$ cat config.mk
export PLATFORM = sky130hd
export DESIGN_NAME = c5_reset_ctrl
export DESIGN_NICKNAME = d
export VERILOG_FILES = /design/src/rtl/c5_reset_ctrl.sv
export SDC_FILE = /design/constraint.sdc
export NUM_CORES = 1
export LEC_CHECK = 0
export CORE_AREA = 8 8 45 47
export DETAILED_ROUTE_END_ITERATION = 10
export DIE_AREA = 0 0 53 55
export DONT_BUFFER_PORTS = 1
export GPL_TIMING_DRIVEN = 1
export SYNTH_ARGS = -nofsm -noshare
export SYNTH_HDL_FRONTEND = slang
export SYNTH_SLANG_ARGS = --single-unit
$ cat constraint.sdc
create_clock -name I_clk -period 3.5 [get_ports I_clk]
set_input_delay 0.7 -clock I_clk [delete_from_list [all_inputs] [get_ports I_clk]]
set_output_delay 0.7 -clock I_clk [all_outputs]
set_load 0.1 [all_outputs]
$ cat src/rtl/c5_reset_ctrl.sv
// SoC reset sequencer: synchronises PLL lock and the board button, debounces the button,
// stretches reset release and records the last reset cause. Optional watchdog under `RST_WDT_EN.
`timescale 1ns/1ps
module c5_reset_ctrl #(
    parameter int DEBOUNCE_CYCLES = 4,
    parameter int HOLD_CYCLES     = 8,
    parameter int WDT_CYCLES      = 1024
) (
    input  logic       I_clk,
    input  logic       I_rst_n,
    input  logic       I_rst_btn,
    input  logic       I_pll_locked,
    input  logic       I_wdt_kick,
    output logic       O_rst_n,
    output logic       O_in_reset,
    output logic [1:0] O_rst_cause
);

    localparam int DEB_W  = $clog2(DEBOUNCE_CYCLES + 1);
    localparam int HOLD_W = $clog2(HOLD_CYCLES + 1);
    localparam logic [DEB_W-1:0]  DEB_LAST  = DEB_W'(DEBOUNCE_CYCLES - 1);
    localparam logic [HOLD_W-1:0] HOLD_LAST = HOLD_W'(HOLD_CYCLES - 1);

    typedef enum logic [1:0] {WAIT_LOCK, HOLD, RUN} state_t;
    typedef enum logic [1:0] {
        CAUSE_POR  = 2'd0,
        CAUSE_BTN  = 2'd1,
        CAUSE_LOCK = 2'd2,
        CAUSE_WDT  = 2'd3
    } cause_t;

    logic              btn_meta, btn_s, lock_meta, lock_s;
    logic              btn_db;
    logic [DEB_W-1:0]  deb_cnt;
    logic [HOLD_W-1:0] hold_cnt;
    logic              wdt_expire;
    state_t            state_q, state_d;
    cause_t            cause_q, cause_d;

    // NOTE: sequential state uses non-blocking assignments so every flop samples pre-edge values.
    always_ff @(posedge I_clk or negedge I_rst_n) begin
        if (!I_rst_n) begin
            btn_meta  <= 1'b0;
            btn_s     <= 1'b0;
            lock_meta <= 1'b0;
            lock_s    <= 1'b0;
        end else begin
            btn_meta  <= I_rst_btn;
            btn_s     <= btn_meta;
            lock_meta <= I_pll_locked;
            lock_s    <= lock_meta;
        end
    end

    always_ff @(posedge I_clk or negedge I_rst_n) begin
        if (!I_rst_n) begin
            btn_db  <= 1'b0;
            deb_cnt <= '0;
        end else if (btn_s != btn_db) begin
            if (deb_cnt == DEB_LAST) begin
                btn_db  <= btn_s;
                deb_cnt <= '0;
            end else begin
                deb_cnt <= deb_cnt + 1'b1;
            end
        end else begin
            deb_cnt <= '0;
        end
    end

`ifdef RST_WDT_EN
    localparam int WDT_W = $clog2(WDT_CYCLES);
    localparam logic [WDT_W-1:0] WDT_LAST = WDT_W'(WDT_CYCLES - 1);
    logic [WDT_W-1:0] wdt_cnt;

    // Counter only runs while staying in RUN, so it is already zero on RUN entry.
    always_ff @(posedge I_clk or negedge I_rst_n) begin
        if (!I_rst_n) begin
            wdt_cnt <= '0;
        end else if (state_q != RUN || state_d != RUN || I_wdt_kick) begin
            wdt_cnt <= '0;
        end else begin
            wdt_cnt <= wdt_cnt + 1'b1;
        end
    end

    assign wdt_expire = (state_q == RUN) && (wdt_cnt == WDT_LAST) && !I_wdt_kick;
`else
    logic unused_wdt;
    assign unused_wdt = I_wdt_kick & (WDT_CYCLES >= 2);
    assign wdt_expire = 1'b0;
`endif

    // NOTE: every always_comb output gets a default first so no path leaves it unassigned (no latch).
    always_comb begin
        state_d = state_q;
        cause_d = cause_q;
        case (state_q)
            WAIT_LOCK: begin
                if (lock_s && !btn_db) state_d = HOLD;
            end
            HOLD: begin
                if (!lock_s || btn_db)         state_d = WAIT_LOCK;
                else if (hold_cnt == HOLD_LAST) state_d = RUN;
            end
            RUN: begin
                if (btn_db) begin
                    state_d = WAIT_LOCK;
                    cause_d = CAUSE_BTN;
                end else if (!lock_s) begin
                    state_d = WAIT_LOCK;
                    cause_d = CAUSE_LOCK;
                end else if (wdt_expire) begin
                    state_d = WAIT_LOCK;
                    cause_d = CAUSE_WDT;
                end
            end
            default: state_d = WAIT_LOCK;
        endcase
    end

    always_ff @(posedge I_clk or negedge I_rst_n) begin
        if (!I_rst_n) begin
            state_q  <= WAIT_LOCK;
            cause_q  <= CAUSE_POR;
            hold_cnt <= '0;
            O_rst_n  <= 1'b0;
        end else begin
            state_q  <= state_d;
            cause_q  <= cause_d;
            hold_cnt <= (state_q == HOLD) ? hold_cnt + 1'b1 : '0;
            O_rst_n  <= (state_d == RUN);
        end
    end

    assign O_in_reset  = ~O_rst_n;
    assign O_rst_cause = cause_q;

endmodule

==> impl_metrics.csv, run 1 <==
group,metric,value,unit
sta,maxSlewViolCount,0,
logic_synthesis,ys_ff_latch,17,
sta,timing.final.ws_setup,1264,ps
place,pre_cts_ws,1571,ps
routing,vias_per_cell,5.406,
sta,min_period,2236,ps
routing,vias,373,
die,start_util,47.56,%
critical_path,crit_path_start_kind,"flop",
routing,drt-total-wl,1.047,mm
run_status,run_status,"complete, no violations",
sta,finalHoldViolations,0,
logic_synthesis,netlist.area_leader.share,64.64,%
routing,ant_nets,0,
logic_synthesis,ys.warnings.count,0,
cells_and_area,num_antenna_cells,0,
die,num_rows,14,
sta,tightest_slew,902.5,ps
logic_synthesis,syn_nets,56,
clocking,cts_root_buf,"clkbuf_4",
global_routing,grt_max_degree,18,
sta,fmax,447.3,MHz
logic_synthesis,synth_area,658.1,um2
cells_and_area,finalNetCount,61,
sta,whs,86.93,ps
logic_synthesis,netlist_instances,49,
clocking,h-tree-depth,1,
pwr,p_leak,0.3328,nW
critical_path,cpMaxStageDelayCell,"inv_1",
logic_synthesis,yosysUniqueCellTypes,21,
cells_and_area,post-route-util,51.18,%
routing,drt_iter0_markers,2,
die,coreArea,1384,um2
logic_synthesis,ys_seq_area_share,64.64,%
pwr,max-vdd-ir-drop,0.2977,mV
cells_and_area,stdcell_area,708.2,um2
global_routing,grt_overflow_total,0,
clocking,clk_pin_slew_worst_paths,100,ps
critical_path,cp_top_family,"buffers and inverters",
critical_path,r2r_cells,2,
clocking,cts_made_buffers,3,
die,die_y,55,um
routing,drc_errors,0,
cells_and_area,area_growth_syn_to_layout,7.605,%
critical_path,required,2800,ps
die,io_pins,9,
logic_synthesis,synthTopCellsByArea,"dfrtp_1 (65%), ha_1 (3.8%), nor3b_1 (3.4%), o41ai_1 (2.7%), xnor2_1 (2.7%)",
die,die_w,53,um
sta,slew_headroom,39.84,%
cells_and_area,multi_input_area,212.7,um2
place,place_congestion,0.7768,
place,post_dp_cell_area,680.7,um2
critical_path,end_kind,"output pin",
logic_synthesis,synth_area_leader_cell,"dfrtp_1",
routing,first_pass_iters,4,
critical_path,critPathBufInv,2,
die,die_area,2915,um2
critical_path,worstSetupPathType,"flop to output pin",
clocking,post_cts_buffers,0,
critical_path,crit_path_cell_trace,"buf_4 > inv_1",
clocking,cts_resized,0,
cells_and_area,drive_above_1_share,11.32,%
place,dp_hpwl,825.5,um
critical_path,max_stage_delay,640,ps
place,portBuffers,0,
sta,finClkSkew,7.313,ps
global_routing,antenna_found_initial,0,
cells_and_area,seq_area,425.4,um2
sta,setup_tns,0,ps
critical_path,cp_max_fo,2,
sta,rsz0062_at_grt,"false",
global_routing,grt_pass1_vias,403,
logic_synthesis,synth.avg_cell_area,13.43,um2
cells_and_area,fillerInstances,136,
sta,finalSetupViolations,0,
routing,wl_per_cell,15.17,um
worst_hold_path,hp-class,"primary input to async pin",
clocking,clkLatencyLatePin,290,ps
clocking,cts_hold_buffers,0,
global_routing,grtUsageTotal,9.066,%
flow_run,max_cap_viol_count,0,
clocking,clockBufferDepth,2,
pwr,p_per_area,586.6,nW/um2
critical_path,path_depth,2,
critical_path,arrival,1540,ps
clocking,cts_sinks,17,
sta,period_share,63.87,%
clocking,cts_tree,"yes",
global_routing,grt_pass1_wl,1.849,mm
-- registers in the layout, summed over array words and instances, names as in the netlist --
signal,flops
btn_db,1
btn_meta,1
O_rst_cause,2
O_rst_n,1
btn_s,1
deb_cnt,3
state_q,2
lock_meta,1
lock_s,1
hold_cnt,4
-- power by group --
group	total, mW	internal, mW	switching (mW)
Clock	0.102	0.0425	0.0598
Combinational	0.0585	0.0317	0.0267
Sequential	0.255	0.224	0.0305
-- cell usage in the layout, fill, tap and decap left out --
master     Yosys  routed
a2bb2oi_1      1       1
and4b_1        1       1
buf_4          0       1
clkbuf_4       0       3
clkinv_2       0       1
dfrtp_1       17      17
ha_1           2       2
inv_1          4       4
mux2_2         1       1
mux2i_1        1       1
nand2b_1       1       1
nand3_1        1       1
nand3b_1       2       2
nand4bb_1      1       1
nor2_1         3       3
nor2b_1        2       2
nor3_1         1       1
nor3b_1        3       3
nor4_1         1       1
o2bb2ai_1      1       1
o41ai_1        2       2
or3b_1         1       1
xnor2_1        2       2
-- metrics by stage --
stage | total power, mW | instances
finish | 0.4154 | 69
global route | 0.4461 | 69
CTS | 0.4217 | 69
detailed placement | 0.3201 | 65
global placement | 0.3100 | 65
floorplan | 0.3059 | 49
-- synthesized netlist by cell type --
master     number
dfrtp_1        17
inv_1           4
nor2_1          3
nor3b_1         3
ha_1            2
nand3b_1        2
nor2b_1         2
o41ai_1         2
xnor2_1         2
a2bb2oi_1       1
and4b_1         1
buf_2           1
mux2_2          1
mux2i_1         1
nand2b_1        1
nand3_1         1
nand4bb_1       1
nor3_1          1
nor4_1          1
o2bb2ai_1       1
or3b_1          1
-- final cells by class --
| cell class | count | area share (%) |
|---|---|---|
| Sequential cell | 17 | 60.07 |
| Multi-Input combinational cell | 27 | 30.04 |
| Clock buffer | 3 | 3.180 |
| Tap cell | 16 | 2.827 |
| Inverter | 4 | 2.120 |
| Timing Repair Buffer | 1 | 1.060 |
| Clock inverter | 1 | 0.7067 |
-- path summary, 6_finish.rpt --
| check | end | slack, ps | from |
|---|---|---|---|
| setup / recovery | O_in_reset | 1260 | O_rst_n$_DFF_PN0_ |
| max in group asynchronous | hold_cnt[3]$_DFF_PN0_ | 3340 | I_rst_n |
| setup reg to reg | O_rst_cause[0]$_DFFE_PN0P_ | 2200 | O_rst_cause[0]$_DFFE_PN0P_ |
| min in group I_clk | lock_s$_DFF_PN0_ | 360 | lock_meta$_DFF_PN0_ |
| hold reg to reg | lock_s$_DFF_PN0_ | 360 | lock_meta$_DFF_PN0_ |
| hold / removal | deb_cnt[1]$_DFF_PN0_ | 90 | I_rst_n |
-- kinds of logic after synthesis --
kind of cell | after synthesis | share of synthesized area [%]
muxes | 2 | 3.232
xor gates and xnor gates | 2 | 2.662
and+or+nand+nor | 17 | 17.30
adders and majority gates | 2 | 3.802
AOI/OAI and AO/OA | 4 | 5.324
buffers and inverters | 5 | 3.040
DFF | 17 | 64.64
-- metal layers --
layer  vias up  global-route usage, %  wire, um
li1        180                      -         -
met1       180                  9.105       398
met2        11                  15.04       537
met3         2                  3.743        89
met4         0                  6.466        22
met5         -                      0         0
Note: power is estimated with default switching activity, not from simulation.
==> run 2: changes to the inputs <==
- clock period: 3.5 -> 2.3 ns (I/O delays scaled with it)
==> run 2 against run 1 <==
Combinational power up 73%; register-to-register slack lost 1200 ps; critical path type unchanged; power rose by 55%; highest routed layer unchanged; design area up 4.4%.
==> impl_metrics.csv, run 2 (synthesis results as in run 1) <==
group,metric,value,unit
cells_and_area,finalNetCount,65,
pwr,pwr-share-comb,15.7,%
place,portBuffers,0,
critical_path,path_depth,2,
global_routing,grt_overflow_total,0,
sta,rsz0062_at_grt,"false",
sta,setup_tns,0,ps
place,post_dp_cell_area,703.2,um2
routing,drc_errors,0,
cells_and_area,layout_common_cells,"dfrtp_1 (17), inv_1 (4), buf_4 (4)",
pwr,sequentialPowerShare,60.3,%
global_routing,grtUsageTotal,9.257,%
die,coreArea,1384,um2
sta,period_share,64.35,%
clocking,cts_sinks,17,
clocking,cts_tree,"yes",
sta,finClkSkew,9.141,ps
clocking,cts_made_buffers,3,
clocking,cts_resized,0,
critical_path,reg2reg_to,"btn_db$_DFFE_PN0P_",
die,die_w,53,um
critical_path,required,1840,ps
global_routing,antenna_found_initial,0,
global_routing,grt_pass1_vias,477,
clocking,h-tree-depth,1,
routing,drt-total-wl,1.103,mm
worst_hold_path,hp-start,"I_rst_btn",
critical_path,end_kind,"output pin",
clocking,clkLatencyLatePin,280,ps
sta,min_period,1480,ps
pwr,p_leak,0.3493,nW
critical_path,critPathBufInv,2,
clocking,cts_root_buf,"clkbuf_4",
die,io_pins,9,
critical_path,max_stage_delay,390,ps
critical_path,r2r_start,"deb_cnt[0]$_DFF_PN0_",
sta,slew_headroom,49.47,%
run_status,run_status,"complete, no violations",
die,die_y,55,um
sta,finalHoldViolations,0,
global_routing,grt_max_degree,18,
pwr,p_per_area,868.2,nW/um2
pwr,p_sw_share,28.56,%
die,start_util,47.56,%
pwr,max-vdd-ir-drop,0.4752,mV
critical_path,worstSetupPathType,"flop to output pin",
cells_and_area,drive_above_1_share,14.04,%
routing,vias_per_cell,5.534,
critical_path,r2r_cells,3,
cells_and_area,largest_reg_flops,4,
place,dp_hpwl,779.6,um
die,die_area,2915,um2
routing,drt_iter0_markers,10,
cells_and_area,final_common_cell,"dfrtp_1",
cells_and_area,area_growth_syn_to_layout,12.36,%
critical_path,cp_max_fo,2,
critical_path,crit_path_cell_trace,"inv_1 > buf_4",
sta,finalSetupViolations,0,
critical_path,arrival,1020,ps
flow_run,max_cap_viol_count,0,
routing,ant_nets,0,
place,place_congestion,0.7732,
routing,vias,404,
critical_path,cpMaxStageDelayCell,"dfrtp_1",
clocking,clockBufferDepth,2,
sta,maxSlewViolCount,0,
cells_and_area,top_register,"hold_cnt",
sta,timing.final.ws_setup,820.1,ps
worst_hold_path,whs_endpoint,"btn_meta$_DFF_PN0_",
sta,tightest_slew,755.4,ps
critical_path,crit_path_start_kind,"flop",
place,pre_cts_ws,1062,ps
worst_hold_path,hold_path_depth,0,
pwr,p_int,0.4587,mW
die,num_rows,14,
clocking,clk_pin_slew_worst_paths,100,ps
routing,wl_per_cell,15.11,um
global_routing,grt_pass1_wl,1.945,mm
pwr,p_sw,0.1834,mW
pwr,clockPowerShare,24.0,%
critical_path,regToRegSetupSlack,1040,ps
sta,fmax,675.7,MHz
worst_hold_path,hp-class,"primary input to flop",
cells_and_area,top_regs,"hold_cnt (4), deb_cnt (3)",
cells_and_area,stdcell_area,739.5,um2
critical_path,cp_top_family,"flip-flops",
cells_and_area,num_antenna_cells,0,
critical_path,critPathLaunch,"O_rst_n$_DFF_PN0_",
routing,first_pass_iters,4,
run 2: cell count changes in the layout (fill, tap and decap cells not counted), sizes merged:
cell         before  now
clkbuf            3    4
buf               1    4
dlygate4sd3       0    1
clkinv            1    0
run 2: worst max path at each step:
stage,endpoint
global placement,btn_db$_DFFE_PN0P_
finish,O_in_reset
floorplan,O_in_reset
detailed placement,btn_db$_DFFE_PN0P_
CTS,O_in_reset
global route,O_in_reset
run 2: layout make-up:
cell class | instances | area (um2)
inverters | 4 | 15.01
well taps | 16 | 20.02
repair buffers | 5 | 40.04
fillers | 115 | 644.4
clock buffers | 4 | 26.28
flip-flops and latches | 17 | 425.4
multi-input cells | 27 | 212.7
run 2: metal layers:
layer	track usage (%)	routed length, um
met1	9.335	454
met3	4.278	87
met4	6.034	12
met2	15.23	548
met5	0	0
run 2: through the flow:
step / hold slack, ps / std cells / utilization (%) / power, mW
final: 203.7 / 73 / 53.44 / 0.6420
after global routing: 176.5 / 73 / 53.44 / 0.6831
after CTS: 182.8 / 73 / 53.44 / 0.6531
after detailed placement: 165.1 / 68 / 50.81 / 0.4884
after global placement: 164.9 / 68 / 50.81 / 0.4725
after floorplan: 164.4 / 49 / - / 0.4655
run 2: what timing repair did:
| action | in CTS | in global routing |
|---|---|---|
| hold buffers | 1 | 0 |
| endpoints found under the hold margin | 17 | 0 |
| setup buffers | 0 | 0 |
run 2: power by group through the flow:
stage	logic, mW	registers [mW]	clock network (mW)
floorplan	0.0969	0.369	0
global placement	0.0853	0.387	0
detailed placement	0.0951	0.393	0
CTS	0.103	0.388	0.162
global route	0.116	0.395	0.173
finish	0.101	0.387	0.154
==> run 3: changes to the inputs <==
- clock period: 2.3 -> 1.4 ns (I/O delays scaled with it)
==> run 3 against run 2 <==
Power increased by 66%; routed wire length about the same; worst hold slack improved by 160 ps; sequential power increased by 64%; final cell count increased by 2.7%; combinational power increased by 68%; clock-buffer cell count decreased by 1; critical path type unchanged; highest routed layer unchanged.
==> impl_metrics.csv, run 3 (synthesis results as in run 1) <==
group,metric,value,unit
run_status,run_status,"complete, no violations",
critical_path,worstSetupPathType,"flop to output pin",
clocking,cts_tree,"yes",
sta,finalSetupViolations,0,
critical_path,crit_path_start_kind,"flop",
critical_path,r2r_start,"deb_cnt[0]$_DFF_PN0_",
global_routing,grt_pass1_wl,1.842,mm
die,die_w,53,um
critical_path,arrival,1050,ps
routing,wl_met1,401,um
cells_and_area,top_register,"hold_cnt",
cells_and_area,seq_area,429.2,um2
worst_hold_path,hold_path_depth,0,
die,num_rows,14,
routing,vias_per_cell,5.533,
routing,met2_length,583,um
global_routing,antenna_found_initial,0,
global_routing,grt_overflow_total,0,
pwr,p_leak,0.3648,nW
routing,top_layer,"met4",
cells_and_area,final_common_cell,"dfrtp_1",
clocking,post_cts_buffers,0,
clocking,clk_pin_slew_worst_paths,90,ps
die,start_util,47.56,%
sta,finalHoldViolations,0,
global_routing,grt_pass1_vias,436,
clocking,cts_resized,0,
die,coreArea,1384,um2
sta,period_share,94.91,%
critical_path,r2r_cells,3,
cells_and_area,fillerInstances,125,
routing,drc_errors,0,
cells_and_area,drive_above_1_share,18.64,%
place,place_congestion,0.8155,
clocking,clockBufferDepth,2,
sta,timing.final.ws_setup,71.29,ps
worst_hold_path,hp-class,"flop to flop",
routing,drt-total-wl,1.104,mm
routing,first_pass_iters,2,
die,die_area,2915,um2
cells_and_area,largest_reg_flops,4,
cells_and_area,top_regs,"hold_cnt (4), deb_cnt (3)",
critical_path,end_kind,"output pin",
sta,slew_headroom,51.73,%
die,io_pins,9,
critical_path,regToRegSetupSlack,160,ps
place,dp_hpwl,826.4,um
clocking,cts_root_buf,"clkbuf_4",
place,pre_cts_ws,178.5,ps
routing,vias,415,
critical_path,required,1120,ps
sta,tightest_slew,721.6,ps
place,portBuffers,0,
cells_and_area,multi_input_area,212.7,um2
clocking,h-tree-depth,1,
worst_hold_path,whs_endpoint,"btn_s$_DFF_PN0_",
sta,fmax,752.6,MHz
routing,ant_nets,0,
sta,setup_tns,0,ps
routing,wl_met3,81,um
cells_and_area,area_growth_syn_to_layout,18.63,%
sta,maxSlewViolCount,0,
clocking,clkLatencyLatePin,290,ps
routing,drt_iter0_markers,2,
critical_path,reg2reg_to,"btn_db$_DFFE_PN0P_",
routing,wl_per_cell,14.72,um
sta,rsz0062_at_grt,"false",
global_routing,grtUsageTotal,9.101,%
worst_hold_path,hp-start,"btn_meta$_DFF_PN0_",
pwr,max-vdd-ir-drop,0.9789,mV
sta,finClkSkew,1.346,ps
clocking,cts_made_buffers,3,
pwr,p_per_area,1362,nW/um2
die,die_y,55,um
cells_and_area,num_antenna_cells,0,
global_routing,grt_max_degree,18,
sta,min_period,1329,ps
cells_and_area,finalNetCount,67,
clocking,cts_hold_buffers,3,
clocking,cts_sinks,17,
critical_path,cp_max_fo,2,
flow_run,max_cap_viol_count,0,
## run 3: per-layer routing
metal  up-vias  global-route usage (%)
li1        195                       -
met1       204                   7.778
met2        11                   16.21
met3         5                   3.743
met4         0                   7.759
met5         -                       0
## run 3: power breakdown
group / internal (mW) / leakage [nW] / switching, mW
clock: 0.106 / 0.0177 / 0.154
sequential: 0.560 / 0.219 / 0.0727
combinational: 0.0882 / 0.128 / 0.0820
## run 3: cell type report
| type | count | area share, % |
|---|---|---|
| clock buffers | 3 | 2.885 |
| clock inverters | 1 | 0.6410 |
| inverters | 4 | 2.404 |
| multi-input cells | 27 | 27.24 |
| flip-flops and latches | 17 | 54.97 |
| well taps | 16 | 2.564 |
| repair buffers | 7 | 9.295 |
## run 3: critical path, cell delays in order (launching register included)
cell and delay, ps:
dfrtp_4 500, clkinvlp_4 90, buf_12 170
## run 3: worst max-delay path by stage
| stage | endpoint | cells after the start | start | slack (ps) |
|---|---|---|---|---|
| CTS | O_in_reset | 2 | O_rst_n$_DFF_PN0_ | 50 |
| finish | O_in_reset | 2 | O_rst_n$_DFF_PN0_ | 70 |
| detailed placement | btn_db$_DFFE_PN0P_ | 3 | deb_cnt[0]$_DFF_PN0_ | 180 |
| global route | O_in_reset | 2 | O_rst_n$_DFF_PN0_ | 40 |
| floorplan | O_in_reset | 1 | O_rst_n$_DFF_PN0_ | 10 |
| global placement | btn_db$_DFFE_PN0P_ | 3 | deb_cnt[0]$_DFF_PN0_ | 230 |
## run 3: stage by stage
stage / area, um2 / hold slack [ps] / total power [mW] / instances / utilization (%)
after global routing: 780.7 / 372.0 / 1.130 / 75 / 56.42
final: 780.7 / 360.7 / 1.064 / 75 / 56.42
after detailed placement: 723.2 / -15.01 / 0.8056 / 68 / 52.26
after global placement: 723.2 / -15.07 / 0.7760 / 68 / 52.26
after floorplan: 665.6 / -15.59 / 0.7648 / 49 / -
after CTS: 780.7 / 362.5 / 1.084 / 75 / 56.42
